### config.mk
export PLATFORM = sky130hd
export DESIGN_NAME = mem_access_unit
export DESIGN_NICKNAME = d
export VERILOG_FILES = /design/src/rtl/mem_pkg.sv /design/src/rtl/mem_timeout_cnt.sv /design/src/rtl/mem_access_unit.sv
export SDC_FILE = /design/constraint.sdc
export NUM_CORES = 1
export LEC_CHECK = 0
export CORE_ASPECT_RATIO = 2
export CORE_MARGIN = 4
export CORE_UTILIZATION = 36
export CTS_BUF_LIST = sky130_fd_sc_hd__clkbuf_8 sky130_fd_sc_hd__clkbuf_16
export DETAILED_ROUTE_END_ITERATION = 7
export PLACE_DENSITY_LB_ADDON = 0.15
export SETUP_SLACK_MARGIN = 0.4
export SYNTH_ARGS = -nofsm -noshare
export SYNTH_HDL_FRONTEND = slang
export SYNTH_SLANG_ARGS = --single-unit
### constraint.sdc
create_clock -name clk_i -period 1.5 [get_ports clk_i]
set_input_delay 0.375 -clock clk_i [delete_from_list [all_inputs] [get_ports clk_i]]
set_output_delay 0.375 -clock clk_i [all_outputs]
set_load 0.02 [all_outputs]
### src/rtl/mem_pkg.sv
// rtl/mem_pkg.sv - shared state type and constants for the MEM-stage access unit
package mem_pkg;

    localparam int ADDR_W_DEF = 32;
    localparam int DATA_W_DEF = 32;

    // Load data returned when an access is abandoned without an ack
    localparam logic [31:0] TIMEOUT_FILL = 32'hDEAD_BEEF;

    typedef enum logic [1:0] {
        IDLE = 2'd0,
        WAIT = 2'd1,
        DONE = 2'd2
    } mem_state_e;

endpackage

### src/rtl/mem_timeout_cnt.sv
// rtl/mem_timeout_cnt.sv - loadable saturating counter with clear and terminal-count flag
module mem_timeout_cnt #(
    parameter int unsigned      CNT_W  = 8,
    parameter logic [CNT_W-1:0] TC_VAL = '1
) (
    input  logic             clk_i,
    input  logic             rst_ni,
    input  logic             clr_i,
    input  logic             load_i,
    input  logic [CNT_W-1:0] load_val_i,
    input  logic             en_i,
    output logic             tc_o
);

    logic [CNT_W-1:0] count_q, count_d;

    always_comb begin
        count_d = count_q;
        if (clr_i) begin
            count_d = '0;
        end else if (load_i) begin
            count_d = load_val_i;
        end else if (en_i && (count_q != '1)) begin
            count_d = count_q + CNT_W'(1);
        end
    end

    always_ff @(posedge clk_i or negedge rst_ni) begin
        if (!rst_ni) begin
            count_q <= '0;
        end else begin
            count_q <= count_d;
        end
    end

    assign tc_o = (count_q == TC_VAL);

endmodule

### src/rtl/mem_access_unit.sv
// rtl/mem_access_unit.sv - MEM-stage load/store req/ack controller; MEM_TIMEOUT_EN adds a WAIT abort
module mem_access_unit
    import mem_pkg::*;
#(
    parameter int ADDR_W      = ADDR_W_DEF,
    parameter int DATA_W      = DATA_W_DEF,
    parameter int TIMEOUT_CYC = 255
) (
    input  logic              clk_i,
    input  logic              rst_i,
    input  logic              MemRead_i,
    input  logic              MemWrite_i,
    input  logic [ADDR_W-1:0] Addr_i,
    input  logic [DATA_W-1:0] WriteData_i,
    output logic [DATA_W-1:0] ReadData_o,
    output logic              memStall_o,
    output logic              mem_req_o,
    output logic              mem_we_o,
    output logic [ADDR_W-1:0] mem_addr_o,
    output logic [DATA_W-1:0] mem_wdata_o,
    input  logic              mem_ack_i,
    input  logic [DATA_W-1:0] mem_rdata_i,
    output logic              err_o
);

    mem_state_e        state_q, state_d;
    logic [DATA_W-1:0] rdata_q, rdata_d;
    logic [ADDR_W-1:0] addr_q, addr_d;
    logic [DATA_W-1:0] wdata_q, wdata_d;
    logic              req_q, req_d;
    logic              we_q, we_d;
    logic              start;
    logic              timeout_hit;

    assign start = (state_q == IDLE) && (MemRead_i || MemWrite_i);

    always_comb begin
        state_d    = state_q;
        rdata_d    = rdata_q;
        addr_d     = addr_q;
        wdata_d    = wdata_q;
        req_d      = req_q;
        we_d       = we_q;
        memStall_o = 1'b0;
        case (state_q)
            IDLE: begin
                memStall_o = MemRead_i || MemWrite_i;
                if (start) begin
                    addr_d  = Addr_i;
                    wdata_d = WriteData_i;
                    we_d    = MemWrite_i;
                    req_d   = 1'b1;
                    state_d = WAIT;
                end
            end
            WAIT: begin
                memStall_o = 1'b1;
                if (mem_ack_i) begin
                    req_d   = 1'b0;
                    state_d = DONE;
                    if (!we_q) begin
                        rdata_d = mem_rdata_i;
                    end
                end else if (timeout_hit) begin
                    req_d   = 1'b0;
                    state_d = DONE;
                    if (!we_q) begin
                        rdata_d = DATA_W'(TIMEOUT_FILL);
                    end
                end
            end
            // Request inputs still show the finishing instruction here, so they are ignored
            DONE: begin
                state_d = IDLE;
            end
            default: begin
                state_d = IDLE;
            end
        endcase
    end

    always_ff @(posedge clk_i or negedge rst_i) begin
        if (!rst_i) begin
            state_q <= IDLE;
            rdata_q <= '0;
            addr_q  <= '0;
            wdata_q <= '0;
            req_q   <= 1'b0;
            we_q    <= 1'b0;
        end else begin
            state_q <= state_d;
            rdata_q <= rdata_d;
            addr_q  <= addr_d;
            wdata_q <= wdata_d;
            req_q   <= req_d;
            we_q    <= we_d;
        end
    end

    assign ReadData_o  = rdata_q;
    assign mem_req_o   = req_q;
    assign mem_we_o    = we_q;
    assign mem_addr_o  = addr_q;
    assign mem_wdata_o = wdata_q;

`ifdef MEM_TIMEOUT_EN
    localparam int unsigned CNT_W = $clog2(TIMEOUT_CYC + 1);

    logic cnt_tc;
    logic err_q, err_d;

    // Terminal count one below the limit so the abort lands on the edge ending WAIT cycle TIMEOUT_CYC
    mem_timeout_cnt #(
        .CNT_W  (CNT_W),
        .TC_VAL (CNT_W'(TIMEOUT_CYC - 1))
    ) u_timeout_cnt (
        .clk_i      (clk_i),
        .rst_ni     (rst_i),
        .clr_i      (start),
        .load_i     (1'b0),
        .load_val_i ('0),
        .en_i       (state_q == WAIT),
        .tc_o       (cnt_tc)
    );

    assign timeout_hit = (state_q == WAIT) && !mem_ack_i && cnt_tc;
    assign err_d       = err_q || timeout_hit;

    always_ff @(posedge clk_i or negedge rst_i) begin
        if (!rst_i) begin
            err_q <= 1'b0;
        end else begin
            err_q <= err_d;
        end
    end

    assign err_o = err_q;
`else
    assign timeout_hit = 1'b0;
    assign err_o       = 1'b0;
`endif

endmodule
==> out/results.ini <==
[sta]
final.setup_skew_ns = 0.00887
min_period_ns = 1.58
maxSlewViolCount = 0
rsz0062_at_grt = true
period_share = 1.06
worst_slack_ns = -0.0842
setup_viol = 90
finalSetupTns_ns = -4.07
max_clock_freq_mhz = 631
hold_viol = 0

[place]
placed_area_um2 = 6300
hpwlAfterDp_mm = 7.88
dp_cells = 563
globalplace.congestion = 0.745
post-place-ws_ns = -0.515
port-buffer-count = 199

[logic_synthesis]
synth-seq-cells = 100
syn_avg_cell_area_um2 = 18.2
seq_area_frac_synth = 0.623
syn-num-nets = 322
netlist_instances = 221
synthesis.area_um2 = 4020
yosys.cell_types.count = 20
ys_warn_count = 0

[floorplan]
coreArea_um2 = 10900
initial_core_util = 0.367
die-area_um2 = 13000
die_y_um = 157
rows = 54
die_x_um = 82.7
ioPinCount = 201

[finish]
final_cell_mix = buf_6, dfrtp_1, mux2_4, clkdlybuf4s50_1, buf_4
layout_commonest_cell = buf_6
final_nets = 606
drive_gt1_frac = 0.590
antenna_cells = 0
finalNonFillerCells = 650
syn_to_final_growth_pct = 89.0
finalInstanceArea_um2 = 7590

[setup_path]
criticalPathCategory = reg -> out
worstPathRequired_ns = 1.12
critical-path-top-delay-family = flip-flops
crit_buf_inv = 2
crit_fanout = 3
cp-start-kind = flop
rrSetupSlack_ns = -0.08
critical_path_arrival_ns = 1.21
cp_slowest_cell = dfrtp_1
crit_chain = buf_6 > nor3_2 > nor2_1 > buf_4
end_kind = primary output
slowest_delay_ns = 0.41

[power]
seqPwrFrac = 0.295
p_comb_frac = 0.558
leakage_nw = 3.58
power.density_nw_per_um2 = 2270
sw_frac_of_total = 0.334
p_clk_frac = 0.147
p_sw_mw = 5.76
p_int_mw = 11.5
p_total_mw = 17.2
ir_worst_vdd_mv = 1.06

[route]
dr.pass1.iters = 3
wl_mm = 12.4
post_drt_wl_per_cell_um = 19.1
routed_via_density = 4.63
via_count = 3009
drc = 0
drtAntennaViolNets = 0
drt_iter0_drc = 120

[global_route]
grt_usage = 0.179
antenna_found_initial = 0
grt_max_degree = 62
overflow = 0
grt_pass1_vias = 3167
grt_pass1_wl_mm = 16.9

[outcome]
failed_checks = negative setup slack
status = complete, but fails checks

[worst_hold_path]
hp-class = in -> async

[clocking]
cts_tree = done
clock_path_buffers = 2
cts_root_buf = clkbuf_16
path_clk_slew_ns = 0.08
worst_skew_pair.late_latency_ns = 0.34
cts_sinks = 100
h-tree-depth = 3
cts_buffers = 9

[job]
max_cap_violations = 0

==> Yosys cell counts <==
master | n | area, um^2
a211o_1 | 1 | 8.76
a22o_1 | 1 | 8.76
and2_1 | 1 | 6.26
buf_12 | 5 | 100
buf_2 | 1 | 5.00
buf_4 | 4 | 30.0
buf_8 | 1 | 15.0
conb_1 | 1 | 3.75
dfrtp_1 | 100 | 2500
mux2_1 | 2 | 22.5
mux2_2 | 45 | 507
mux2_4 | 49 | 736
nand2_1 | 2 | 7.51
nand2b_1 | 1 | 6.26
nor2_1 | 2 | 7.51
nor2_2 | 1 | 6.26
nor2b_1 | 1 | 6.26
nor3_1 | 1 | 5.00
nor3_4 | 1 | 16.3
o21a_4 | 1 | 15.0
==> metal layers <==
metal,GRT usage,routed length [um],up-vias,share of wire
li1,-,-,1345,-
met4,0.0928,410,0,0.033
met1,0.182,4020,1515,0.32
met5,0,0,-,0
met3,0.0418,852,26,0.069
met2,0.327,7130,123,0.57
==> through the flow <==
step | hold slack, ns | util
global route | 0.542 | 0.693
global placement | 0.370 | 0.576
detailed placement | 0.380 | 0.576
floorplan | 0.0794 | -
finish | 0.536 | 0.693
CTS | 0.519 | 0.655
==> power groups by stage <==
stage	clock, mW	combinational (mW)	sequential (mW)
floorplan	0	2.51	6.43
global placement	0	7.58	4.77
detailed placement	0	7.64	4.82
CTS	2.60	8.72	5.04
global route	2.72	10.1	5.22
finish	2.54	9.62	5.08
==> worst register-to-register path: stages (launching register included) <==
cell,delay [ns]
dfrtp_1,0.41
buf_6,0.14
nor2_4,0.12
o21a_4,0.23
buf_12,0.14
clkbuf_16,0.15
mux2_4,0.29
==> final timing paths <==
kind,startpoint,endpoint,cells after the start
max,state_q[0],memStall_o,4
min,rst_i,mem_wdata_o[17],3
max reg2reg,state_q[0],mem_wdata_o[20],6
min reg2reg,mem_wdata_o[1],mem_wdata_o[1],1
max in group asynchronous,rst_i,ReadData_o[15],3
min in group clk_i,mem_wdata_o[1],mem_wdata_o[1],1
==> registers in the layout, indices dropped and copies added, names as in the netlist <==
signal	cells
ReadData_o	32
mem_addr_o	32
mem_wdata_o	32
state_q	2
mem_req_o	1
mem_we_o	1
==> area by class of cell <==
class                           instances  area [um^2]
Clock buffer                            9          225
Clock inverter                          7         98.8
Multi-Input combinational cell        110         1560
Timing Repair Buffer                  284         3030
Sequential cell                       100         2500
Fill cell                             785         3360
Tap cell                              140          175
==> logic make-up after synthesis <==
family / count (synthesis) / share of synthesized area
compound gates: 3 / 0.00810
simple gates: 10 / 0.0153
mux: 96 / 0.315
buf+inv: 11 / 0.0374
flops: 100 / 0.623
other cells: 1 / 0.000934
==> timing repair <==
item / in CTS / in global routing
hold endpoints to repair: 1 / 0
hold buffers: 1 / 0
pin swaps: 2 / 2
gates cloned: 4 / 3
buffers inserted: 31 / 32
resized for setup: 612 / 28
endpoints found under the setup margin: 196 / 197
Note: power is estimated with default switching activity, not from simulation.
